--- src/rtl/param_sync_fifo_if.sv ---
// param_sync_fifo_if -- request/status bundle for param_sync_fifo.
//   master : drives wen, ren, clr_err and din; observes dout and status
//   slave  : the FIFO side, which drives dout, error, full, empty,
//            almost_full, count, ovf and udf
// DATA_W and DEPTH must match the parameters of the attached FIFO.
interface param_sync_fifo_if #(
  parameter int DATA_W = 8,
  parameter int DEPTH  = 8
);
  localparam int CW = $clog2(DEPTH) + 1;

  logic              wen;
  logic              ren;
  logic              clr_err;
  logic [DATA_W-1:0] din;
  logic [DATA_W-1:0] dout;
  logic              error;
  logic              full;
  logic              empty;
  logic              almost_full;
  logic [CW-1:0]     count;
  logic              ovf;
  logic              udf;

  modport master (
    output wen, ren, clr_err, din,
    input  dout, error, full, empty, almost_full, count, ovf, udf
  );

  modport slave (
    input  wen, ren, clr_err, din,
    output dout, error, full, empty, almost_full, count, ovf, udf
  );
endinterface

--- src/rtl/param_sync_fifo.sv ---
// param_sync_fifo -- single-clock FIFO with registered read data,
// occupancy count, almost_full threshold and sticky overflow/underflow.
//   clk : clock, all state updates on the rising edge
//   rst : synchronous active-high reset
//   bus : param_sync_fifo_if.slave
//         wen/din      write request and data
//         ren          read request, oldest entry lands on dout next cycle
//         clr_err      clears the sticky ovf/udf flags
//         dout         registered read data, held when no read is accepted
//         error        one-cycle pulse after any rejected request
//         full/empty/almost_full decoded from the registered count
//         count        occupancy 0..DEPTH
//         ovf/udf      sticky rejected-write / rejected-read flags
module param_sync_fifo #(
  parameter int DATA_W   = 8,
  parameter int DEPTH    = 8,
  parameter int AF_LEVEL = DEPTH - 2
) (
  input logic              clk,
  input logic              rst,
  param_sync_fifo_if.slave bus
);
  localparam int AW = $clog2(DEPTH);
  localparam int CW = AW + 1;
  localparam logic [CW-1:0] FULL_CNT = CW'(DEPTH);
  localparam logic [CW-1:0] AF_CNT   = CW'(AF_LEVEL);

  logic [DATA_W-1:0] mem_q [DEPTH];

  logic [AW-1:0]     wptr_q,  wptr_d;
  logic [AW-1:0]     rptr_q,  rptr_d;
  logic [CW-1:0]     count_q, count_d;
  logic [DATA_W-1:0] dout_q,  dout_d;
  logic              error_q, error_d;
  logic              ovf_q,   ovf_d;
  logic              udf_q,   udf_d;

  logic full, empty;
  logic wr_acc, rd_acc, wr_rej, rd_rej;

  assign full  = (count_q == FULL_CNT);
  assign empty = (count_q == '0);

  always_comb begin
    // When full, a simultaneous read frees a slot in the same edge, so the
    // write may proceed. When empty the read is rejected even if a write
    // arrives: there is no fall-through path to dout.
    wr_acc = bus.wen && (!full || bus.ren);
    rd_acc = bus.ren && !empty;
    wr_rej = bus.wen && !wr_acc;
    rd_rej = bus.ren && !rd_acc;

    wptr_d  = wptr_q;
    rptr_d  = rptr_q;
    count_d = count_q;
    dout_d  = dout_q;

    if (wr_acc) wptr_d = wptr_q + AW'(1);
    if (rd_acc) begin
      rptr_d = rptr_q + AW'(1);
      dout_d = mem_q[rptr_q];
    end

    case ({wr_acc, rd_acc})
      2'b10:   count_d = count_q + CW'(1);
      2'b01:   count_d = count_q - CW'(1);
      default: count_d = count_q;
    endcase

    error_d = wr_rej || rd_rej;
    // A rejection in the same cycle as clr_err leaves the flag set.
    ovf_d   = wr_rej || (ovf_q && !bus.clr_err);
    udf_d   = rd_rej || (udf_q && !bus.clr_err);
  end

  always_ff @(posedge clk) begin
    if (rst) begin
      wptr_q  <= '0;
      rptr_q  <= '0;
      count_q <= '0;
      dout_q  <= '0;
      error_q <= 1'b0;
      ovf_q   <= 1'b0;
      udf_q   <= 1'b0;
    end else begin
      wptr_q  <= wptr_d;
      rptr_q  <= rptr_d;
      count_q <= count_d;
      dout_q  <= dout_d;
      error_q <= error_d;
      ovf_q   <= ovf_d;
      udf_q   <= udf_d;
    end
  end

  // Storage is not reset; writes requested during reset are dropped.
  always_ff @(posedge clk) begin
    if (!rst && wr_acc) mem_q[wptr_q] <= bus.din;
  end

  assign bus.dout        = dout_q;
  assign bus.error       = error_q;
  assign bus.full        = full;
  assign bus.empty       = empty;
  assign bus.almost_full = (count_q >= AF_CNT);
  assign bus.count       = count_q;
  assign bus.ovf         = ovf_q;
  assign bus.udf         = udf_q;
endmodule

--- src/flat_wrapper.sv ---
// flat-port wrapper written by rule: the top's interface ports become plain ports
module param_sync_fifo_flat 
#(
  parameter int DATA_W   = 8,
  parameter int DEPTH    = 8,
  parameter int AF_LEVEL = DEPTH - 2
)
  (clk, rst, bus_wen, bus_ren, bus_clr_err, bus_din, bus_dout, bus_error, bus_full, bus_empty, bus_almost_full, bus_count, bus_ovf, bus_udf);
  param_sync_fifo_if #(.DATA_W(DATA_W), .DEPTH(DEPTH)) bus_i ();
  input logic clk;
  input logic rst;
  input wire logic [$bits(bus_i.wen)-1:0] bus_wen;
  input wire logic [$bits(bus_i.ren)-1:0] bus_ren;
  input wire logic [$bits(bus_i.clr_err)-1:0] bus_clr_err;
  input wire logic [$bits(bus_i.din)-1:0] bus_din;
  output wire logic [$bits(bus_i.dout)-1:0] bus_dout;
  output wire logic [$bits(bus_i.error)-1:0] bus_error;
  output wire logic [$bits(bus_i.full)-1:0] bus_full;
  output wire logic [$bits(bus_i.empty)-1:0] bus_empty;
  output wire logic [$bits(bus_i.almost_full)-1:0] bus_almost_full;
  output wire logic [$bits(bus_i.count)-1:0] bus_count;
  output wire logic [$bits(bus_i.ovf)-1:0] bus_ovf;
  output wire logic [$bits(bus_i.udf)-1:0] bus_udf;
  assign bus_i.wen = bus_wen;
  assign bus_i.ren = bus_ren;
  assign bus_i.clr_err = bus_clr_err;
  assign bus_i.din = bus_din;
  assign bus_dout = bus_i.dout;
  assign bus_error = bus_i.error;
  assign bus_full = bus_i.full;
  assign bus_empty = bus_i.empty;
  assign bus_almost_full = bus_i.almost_full;
  assign bus_count = bus_i.count;
  assign bus_ovf = bus_i.ovf;
  assign bus_udf = bus_i.udf;
  param_sync_fifo #(.DATA_W(DATA_W), .DEPTH(DEPTH), .AF_LEVEL(AF_LEVEL)) u_core (.clk(clk), .rst(rst), .bus(bus_i));
endmodule
--- config.mk ---
export PLATFORM = sky130hd
export DESIGN_NAME = param_sync_fifo_flat
export DESIGN_NICKNAME = d
export VERILOG_FILES = /design/src/rtl/param_sync_fifo_if.sv /design/src/rtl/param_sync_fifo.sv /design/src/flat_wrapper.sv
export SDC_FILE = /design/constraint.sdc
export NUM_CORES = 1
export LEC_CHECK = 0
export BUFFER_PORTS_ARGS = -buffer_cell sky130_fd_sc_hd__clkbuf_2
export CELL_PAD_IN_SITES_DETAIL_PLACEMENT = 0
export CELL_PAD_IN_SITES_GLOBAL_PLACEMENT = 1
export CORE_ASPECT_RATIO = 0.6
export CORE_MARGIN = 10
export CORE_UTILIZATION = 40
export CTS_BUF_LIST = sky130_fd_sc_hd__clkbuf_16
export DETAILED_ROUTE_END_ITERATION = 12
export PLACE_DENSITY = 0.76
export SETUP_SLACK_MARGIN = 0.5
export SLEW_MARGIN = 40
export SYNTH_ARGS = -nofsm -noshare
export SYNTH_HDL_FRONTEND = slang
export SYNTH_SLANG_ARGS = --single-unit
--- constraint.sdc ---
create_clock -name clk -period 3.8 [get_ports clk]
set_clock_uncertainty 0.15 [all_clocks]
set_input_delay 0.76 -clock clk [delete_from_list [all_inputs] [get_ports clk]]
set_output_delay 0.76 -clock clk [all_outputs]
set_load 0.05 [all_outputs]
==> results of run 1 <==
sequential cells by signal, indices dropped and copies added (netlist names):
| name | count |
|---|---|
| u_core.mem_q | 64 |
| u_core.bus.count | 4 |
| u_core.bus.udf | 1 |
| u_core.bus.dout | 8 |
| u_core.rptr_q | 3 |
| u_core.wptr_q | 3 |
| u_core.bus.error | 1 |
| u_core.bus.ovf | 1 |
layer usage:
metal,vias up,wire length [um]
li1,874,-
met1,867,2820
met2,50,2990
met3,7,571
met4,0,35
met5,-,0
worst max path at each step:
stage                        start                   to  cells past startpoint
2_1_floorplan  u_core.bus.count[1]            bus_empty                      1
3_3_place_gp               bus_ren  u_core.bus.count[3]                      9
3_5_place_dp               bus_ren  u_core.bus.count[3]                      9
4_1_cts        u_core.bus.count[3]  u_core.bus.count[3]                      8
5_1_grt        u_core.bus.count[3]  u_core.bus.count[3]                      8
6_report       u_core.bus.count[3]  u_core.bus.count[3]                      8
per-stage QoR:
stage / total power [mW] / cells / instance area (sq um) / util [%] / setup WS, ns
5_1_grt: 2.96 / 357 / 3970 / 49.5 / 0.706
3_3_place_gp: 1.93 / 341 / 3640 / 45.5 / 0.885
2_1_floorplan: 1.75 / 207 / 3340 / - / 0.689
3_5_place_dp: 1.94 / 341 / 3650 / 45.6 / 0.847
4_1_cts: 2.86 / 357 / 3960 / 49.5 / 0.843
6_report: 2.82 / 357 / 3970 / 49.5 / 0.848
Yosys cell counts (all sizes together):
master / n
edfxtp: 64
nor2: 27
dfxtp: 21
mux4: 16
nor3: 11
o22ai: 8
a21oi: 7
clkbuf: 6
buf: 5
ha: 5
xor2: 5
inv: 4
nand2: 4
mux2i: 3
nor2b: 3
nor4: 2
o211ai: 2
or4: 2
a21o: 1
and3: 1
fa: 1
nand2b: 1
nand3: 1
nand3b: 1
nor4b: 1
o21ai: 1
o31ai: 1
o41a: 1
or4b: 1
xnor2: 1
kinds of logic after synthesis:
family	count (synthesis)	synth area share, %
simple gates	55	7.94
xor+xnor	6	1.57
compound gates	21	4.27
flops	85	70.1
fa+ha+maj	6	2.47
mux	19	11.7
buf+inv	15	1.95
report_power, final:
| part | internal, mW | switching [mW] |
|---|---|---|
| Combinational | 0.241 | 0.509 |
| Sequential | 1.08 | 0.0769 |
| Clock | 0.573 | 0.340 |
| Total | 1.89 | 0.926 |
final cells by class:
| class | count | area (sq um) | share of cell area, % |
|---|---|---|---|
| sequential | 85 | 2340 | 59.1 |
| clock buffer | 9 | 225 | 5.68 |
| clock inverter | 7 | 90.1 | 2.27 |
| timing repair buffer | 37 | 203 | 5.11 |
| multi-input combinational | 107 | 953 | 24.0 |
| tap | 108 | 135 | 3.41 |
| inverter | 4 | 15.0 | 0.379 |
worst max-delay path: cells and delay by family (launching register included):
family,cells,cell delay (ns)
flip-flops,1,0.47
AO/OA/AOI/OAI,4,0.71
adder cells (fa/ha/maj),2,0.53
AND/OR/NAND/NOR,2,1.01
==> metrics.txt, run 1 <==
clock tree buffer depth=2; drt first-iter violations=111; final worst path period share=77.7%; highest-count cells in the layout ignoring fill and taps=edfxtp_1, clkbuf_2, nor2_1; area share of the largest cell type after synthesis=57.5%; Crit path largest cell delay=0.55 ns; Slew Viols, Final=0; Max Cap Viol=0; Die Area=12500 sq um; WS Path Type=register to register; worst r2r path cells=8; drc violations=0; Hold-fix buffers, CTS=0; WL final=6.42 mm; Fin. Hold Viols=0; port bufs=30; post-synth top area cell=edfxtp_1; die height=90.8 um; layout cells sized above 1=30.1%; global routing usage on met2=16.0%; post-route setup TNS=0 ns; WL/cell=18.0 um; clk root buf=clkbuf_16; hold depth=2; gp weighted congestion=0.741; FP Rows=25; worst hold path class=register to register; Final Setup Violations=0; CTS tree=done; routed vias=1798; met3 Usage GRT=4.94%; CTS Sinks=85; met1 usage=14.7%; syn_area_per_cell=16.1 sq um; crit path cell chain=or4b_4 > o21ai_4 > ha_1 > ha_1 > a21oi_1 > a21oi_1 > or4_1 > a21oi_1; top cells by area, synth=edfxtp_1, dfxtp_1, mux4_2; Area growth syn-to-layout=18.7%; worst skew pair latency=0.33 ns; syn nets=226; Peak VDD IR=274 uV; Fillers=714; Num CTS Buffers=9; RSZ-0062 raised after global routing=false; cts repair resizes=0; CP max FO=8; GRT Total Usage=11.1%; R2R Setup Slk=0.85 ns; min-delay src=u_core.bus.dout[3]; HPWL Detailed=4.25 mm; minimum hold slack=0.345 ns; register area share after synthesis=70.1%; synthesized area=3340 sq um; crit end category=register; Ports=31; Nets=263; vias in the first global route=1842; CP startpoint kind=register; Die X=138 um; #FFs+latches synth=85; global route total overflow=0; static leakage=1.39 nW; initial core utilization=41.7%; status=completed; commonest non-fill, non-tap cell in the layout=edfxtp_1; PwrDens=711 nW/um^2; Hold EP=u_core.bus.dout[3]; post-CTS setup buffer count=0; Fmax=339 MHz; post-DR vias/cell=5.04; initial antenna violation count=0; clk slew on worst S/H paths=0.06 ns; Tmin final=2.95 ns; relative slew slack=59.5%; worst r2r src=u_core.bus.count[3]; Syn. warnings=0; grt peak-use layer=met2; Worst Path Required=3.91 ns; first-pass GRT wire length=10.3 mm; slowest stage cell, crit path=or4b_4; Yosys cell types=33; largest net degree at the start of global routing=26; Crit path top cell by count=a21oi_1; Mapped Cells=207; core area=8010 sq um; ant diodes=0; Worst R2R End=u_core.bus.count[3]; Post-DRT Antenna Nets=0; TritonRoute pass-1 iters=4; Critical Path AT=3.06 ns; H-tree depth=3; worst slew pin tran=0.606 ns
No activity file was read; power rests on OpenSTA's default activity.
==> inputs of run 2 (changes only) <==
- ABC_AREA: not set -> 1
- PLACE_DENSITY: 0.76 -> 0.8
- clock period: 3.8 -> 3 ns (I/O delays scaled with it)
==> run 2 against run 1 <==
  * Register-to-register slack worse by 0.15 ns
  * Core utilization is 2.1 points lower
  * Non-clock buffer count is 5 higher
  * Global-route usage is 1.6 points higher
  * Wire length is 33% higher
  * Die area is 9.9% higher
  * First-iteration DRC count is 43% higher
  * Synthesized cell count is 84% higher
  * Clock power is 17% higher
  * Sequential share of layout area is 5.1 points lower
==> metrics.txt, run 2 <==
register area share after synthesis=62.5%; Fin. Hold Viols=0; Critical Path AT=2.43 ns; relative slew slack=67.1%; Worst R2R End=u_core.bus.count[3]; Commonest cells post-synth=nand2_1, edfxtp_1, inv_1, nand3_1, dfxtp_1; Primary FF master, synth=edfxtp_1; Final Setup Violations=0; core area=9160 sq um; Die X=145 um; number of flops mapped to enable cells by yosys=64; commonest non-fill, non-tap cell in the layout=nand2_1; PwrDens=846 nW/um^2; FP Rows=27; HPWL Detailed=5.71 mm; worst r2r src=u_core.bus.count[2]; syn_area_per_cell=9.84 sq um; status=completed; top cells by area, synth=edfxtp_1, dfxtp_1, nand2_1; minimum hold slack=0.314 ns; highest-count cells in the layout ignoring fill and taps=nand2_1, edfxtp_1, inv_1; layout cells sized above 1=16.7%; final worst path period share=76.9%; Yosys cell types=29; Ports=31; synthesized area=3750 sq um; Hold-fix buffers, CTS=0; largest net degree at the start of global routing=35; Num CTS Buffers=9; drt first-iter violations=159; Fmax=434 MHz; Area growth syn-to-layout=15.8%; CP max FO=13; clk root buf=clkbuf_16; ant diodes=0; initial core utilization=40.9%; CTS Sinks=85; hold depth=2; CTS tree=done; Die Area=13800 sq um; drc violations=0; Tmin final=2.31 ns; worst hold path class=register to register; Slew Viols, Final=0; clk slew on worst S/H paths=0.07 ns; max reg flops=64; H-tree depth=3; min-delay src=u_core.bus.udf; Largest Register=u_core.mem_q; routed vias=2633; worst slew pin tran=0.493 ns; vias in the first global route=2527; first-pass GRT wire length=13.4 mm; Peak VDD IR=347 uV; global route total overflow=0; Mapped Cells=381; most common cell in the netlist=nand2_1; static leakage=1.89 nW; TritonRoute pass-1 iters=4; R2R Setup Slk=0.69 ns; port bufs=30; Syn. warnings=0; GRT Total Usage=12.8%; clock tree buffer depth=2; area share of the largest cell type after synthesis=51.3%; gp weighted congestion=0.849; Max Cap Viol=0; CP startpoint kind=register; crit end category=register; Worst Path Required=3.13 ns; #FFs+latches synth=85; post-route setup TNS=0 ns; Async SR Flop Fraction=0%; post-DR vias/cell=4.74; post-synth top area cell=edfxtp_1; Hold EP=u_core.bus.udf; Post-DRT Antenna Nets=0; Nets=440; worst skew pair latency=0.34 ns; worst r2r path cells=12; WL/cell=15.3 um; initial antenna violation count=0; die height=95.0 um; WL final=8.52 mm; RSZ-0062 raised after global routing=false; WS Path Type=register to register; syn nets=400
[run 2: critical path: stages (launching register included)]
cell     delay (ns)
dfxtp_1        0.43
inv_1          0.14
nand3_2        0.13
nand2_4        0.11
inv_4          0.15
ha_1           0.24
ha_1           0.26
or2_2          0.29
nand2_1        0.07
nand3_1        0.06
nand2_1        0.06
nand2_1        0.04
a21oi_1        0.10
[run 2: metrics by stage]
stage / cells / setup WS, ns / area (sq um) / utilization (%) / power, mW
after detailed placement: 540 / 0.576 / 4040 / 44.2 / 2.62
after floorplan: 381 / 0.539 / 3750 / - / 2.37
final: 556 / 0.694 / 4340 / 47.4 / 3.67
after CTS: 556 / 0.660 / 4340 / 47.4 / 3.71
after global routing: 556 / 0.515 / 4340 / 47.4 / 3.88
after global placement: 540 / 0.594 / 4040 / 44.2 / 2.62
[run 2: metal layers]
layer / track usage, % / share of wire (%) / vias to the layer above
li1: - / - / 1317
met5: 0 / 0 / -
met4: 4.15 / 0.75 / 0
met1: 16.7 / 49 / 1233
met3: 4.77 / 6.6 / 8
met2: 19.3 / 44 / 75
[run 2: logic make-up (layout without fill, tap and decap cells)]
logic type	Yosys count	in the layout	share of synthesized area, %
adders and majority gates	6	6	2.20
DFF	85	85	62.5
xor gates and xnor gates	2	2	0.468
and+or+nand+nor	178	178	21.1
buffers and inverters	81	126	9.88
AOI/OAI and AO/OA	29	29	3.87
[run 2: repair_timing]
action / CTS / global route
endpoints found under the hold margin: 0 / 0
setup buffers: 0 / 0
setup endpoints to repair: 0 / 1
gates resized for setup: 0 / 1
[run 2: worst max-delay path by stage]
stage	from	end	slack, ns	cells after the start
global route	u_core.bus.count[2]	u_core.bus.count[3]	0.52	12
detailed placement	bus_ren	u_core.bus.count[3]	0.58	12
global placement	bus_ren	u_core.bus.count[3]	0.59	12
CTS	u_core.bus.count[3]	u_core.bus.count[3]	0.66	12
finish	u_core.bus.count[2]	u_core.bus.count[3]	0.69	12
floorplan	u_core.bus.count[2]	u_core.bus.count[3]	0.54	11
[run 2: layout make-up]
class                           count  area, sq um
Multi-Input combinational cell    215         1030
Sequential cell                    85         2340
Fill cell                         846         4820
Timing Repair Buffer               42          240
Clock inverter                      6         43.8
Clock buffer                       10          250
Tap cell                          130          163
Inverter                           68          264
[run 2: report_power, final]
group / internal, mW / switching (mW) / total, mW / leakage [nW]
Clock: 0.615 / 0.456 / 1.07 / 0.146
Sequential: 1.36 / 0.0834 / 1.44 / 0.751
Combinational: 0.298 / 0.859 / 1.16 / 0.994
Total: 2.27 / 1.40 / 3.67 / 1.89
==> inputs of run 3 (changes only) <==
- clock period: 3 -> 2.25 ns (I/O delays scaled with it)
==> run 3 against run 2 <==
  * Highest routed layer unchanged
  * Via count rose by 2.1%
  * Combinational power increased by 68%
  * Register-to-register slack got worse by 0.34 ns
  * Sequential cell count did not move
  * Sequential power is 35% higher
==> metrics.txt, run 3 (synthesis gave the netlist of run 2 again) <==
clk slew on worst S/H paths=0.06 ns; port bufs=30; WL/cell=15.7 um; Fillers=811; gp weighted congestion=0.785; HPWL Detailed=5.93 mm; hold depth=4; initial antenna violation count=0; placed cell count=544; TritonRoute pass-1 iters=4; ant diodes=0; non-filler instance count after layout=577; Die X=145 um; status=completed; WL final=9.08 mm; vias in the first global route=2560; WS Path Type=register to output port; initial core utilization=40.9%; core area=9160 sq um; clock tree buffer depth=2; Power, Total=5.36 mW; CTS Sinks=85; post-route design area=4800 sq um; dpl cell area=4200 sq um; commonest non-fill, non-tap cell in the layout=nand2_1; Fin. Hold Viols=0; Final Setup Violations=0; CP max FO=5; drt first-iter violations=208; met3 Usage GRT=3.72%; Largest Register=u_core.mem_q; routed vias=2689; Ports=31; Hold-fix buffers, CTS=0; worst hold path class=input pin to register; CTS tree=done; crit end category=output port; first-pass GRT wire length=14.1 mm; max reg flops=64; Fmax=513 MHz; drc violations=0; global routing usage on met2=18.6%; Area growth syn-to-layout=28.2%; RSZ-0062 raised after global routing=true; Nets=461; static leakage=2.05 nW; Peak VDD IR=532 uV; Slew Viols, Final=0; Die Area=13800 sq um; Max Cap Viol=0; relative slew slack=61.6%; H-tree depth=3; Post-DRT Antenna Nets=0; grt peak-use layer=met1; GRT Total Usage=13.3%; worst r2r path cells=12; layout cells sized above 1=24.8%; worst skew pair latency=0.34 ns; Tmin final=1.95 ns; post-DR vias/cell=4.66; Critical Path AT=1.35 ns; largest net degree at the start of global routing=35; PwrDens=1110 nW/um^2; Worst Path Required=1.65 ns; final worst path period share=86.6%; Num CTS Buffers=9; die height=95.0 um; FP Rows=27; CP startpoint kind=register; R2R Setup Slk=0.35 ns; met1 usage=19.1%; post-route setup TNS=0 ns; global route total overflow=0; clk root buf=clkbuf_16; worst slew pin tran=0.575 ns; highest-count cells in the layout ignoring fill and taps=nand2_1, edfxtp_1, inv_1
-- run 3: cell types whose count changed in the layout (fill, tap and decap cells not counted), sizes merged --
cell | before | now
clkinv | 3 | 4
inv | 70 | 68
buf | 12 | 34
-- run 3: where the power goes --
| group | total [mW] | leakage [nW] | internal (mW) | switching (mW) |
|---|---|---|---|---|
| Sequential | 1.94 | 0.753 | 1.83 | 0.117 |
| Combinational | 1.95 | 1.14 | 0.669 | 1.28 |
| Clock | 1.46 | 0.153 | 0.878 | 0.584 |
| Total | 5.36 | 2.05 | 3.37 | 1.98 |
-- run 3: through the flow --
stage          setup WS (ns)  hold slack (ns)  utilization (%)
4_1_cts                0.328            0.217             50.8
5_1_grt                0.174            0.250             52.5
6_report               0.302            0.231             52.5
2_1_floorplan          0.356            0.339                -
3_5_place_dp           0.170            0.311             45.9
3_3_place_gp           0.169            0.310             45.9
-- run 3: worst paths after layout --
| check | start | end |
|---|---|---|
| min | bus_clr_err | u_core.bus.ovf |
| min reg2reg | u_core.bus.dout[7] | u_core.bus.dout[7] |
| max reg2reg | u_core.bus.count[1] | u_core.bus.count[3] |
| max | u_core.bus.count[3] | bus_full |
-- run 3: timing repair --
item | CTS | global route
pin swaps | 5 | 12
gates resized for setup | 16 | 22
setup buffers | 8 | 9
setup endpoints to repair | 62 | 70
-- run 3: routing by layer --
metal | vias to the layer above | routed length (um)
li1 | 1366 | -
met1 | 1238 | 4270
met2 | 81 | 4050
met3 | 4 | 703
met4 | 0 | 54
met5 | - | 0
-- run 3: cell type report --
cell class | count | area (sq um) | area share [%]
clock buffers | 11 | 275 | 5.73
clock inverters | 5 | 30.0 | 0.625
inverters | 68 | 284 | 5.91
multi-input cells | 215 | 1190 | 24.8
flip-flops and latches | 85 | 2360 | 49.1
well taps | 130 | 163 | 3.39
repair buffers | 63 | 502 | 10.4
-- run 3: critical path: stages (launching register included) --
cell and delay (ns):
dfxtp_4 0.40, inv_6 0.06, nor4_4 0.31, clkbuf_8 0.24
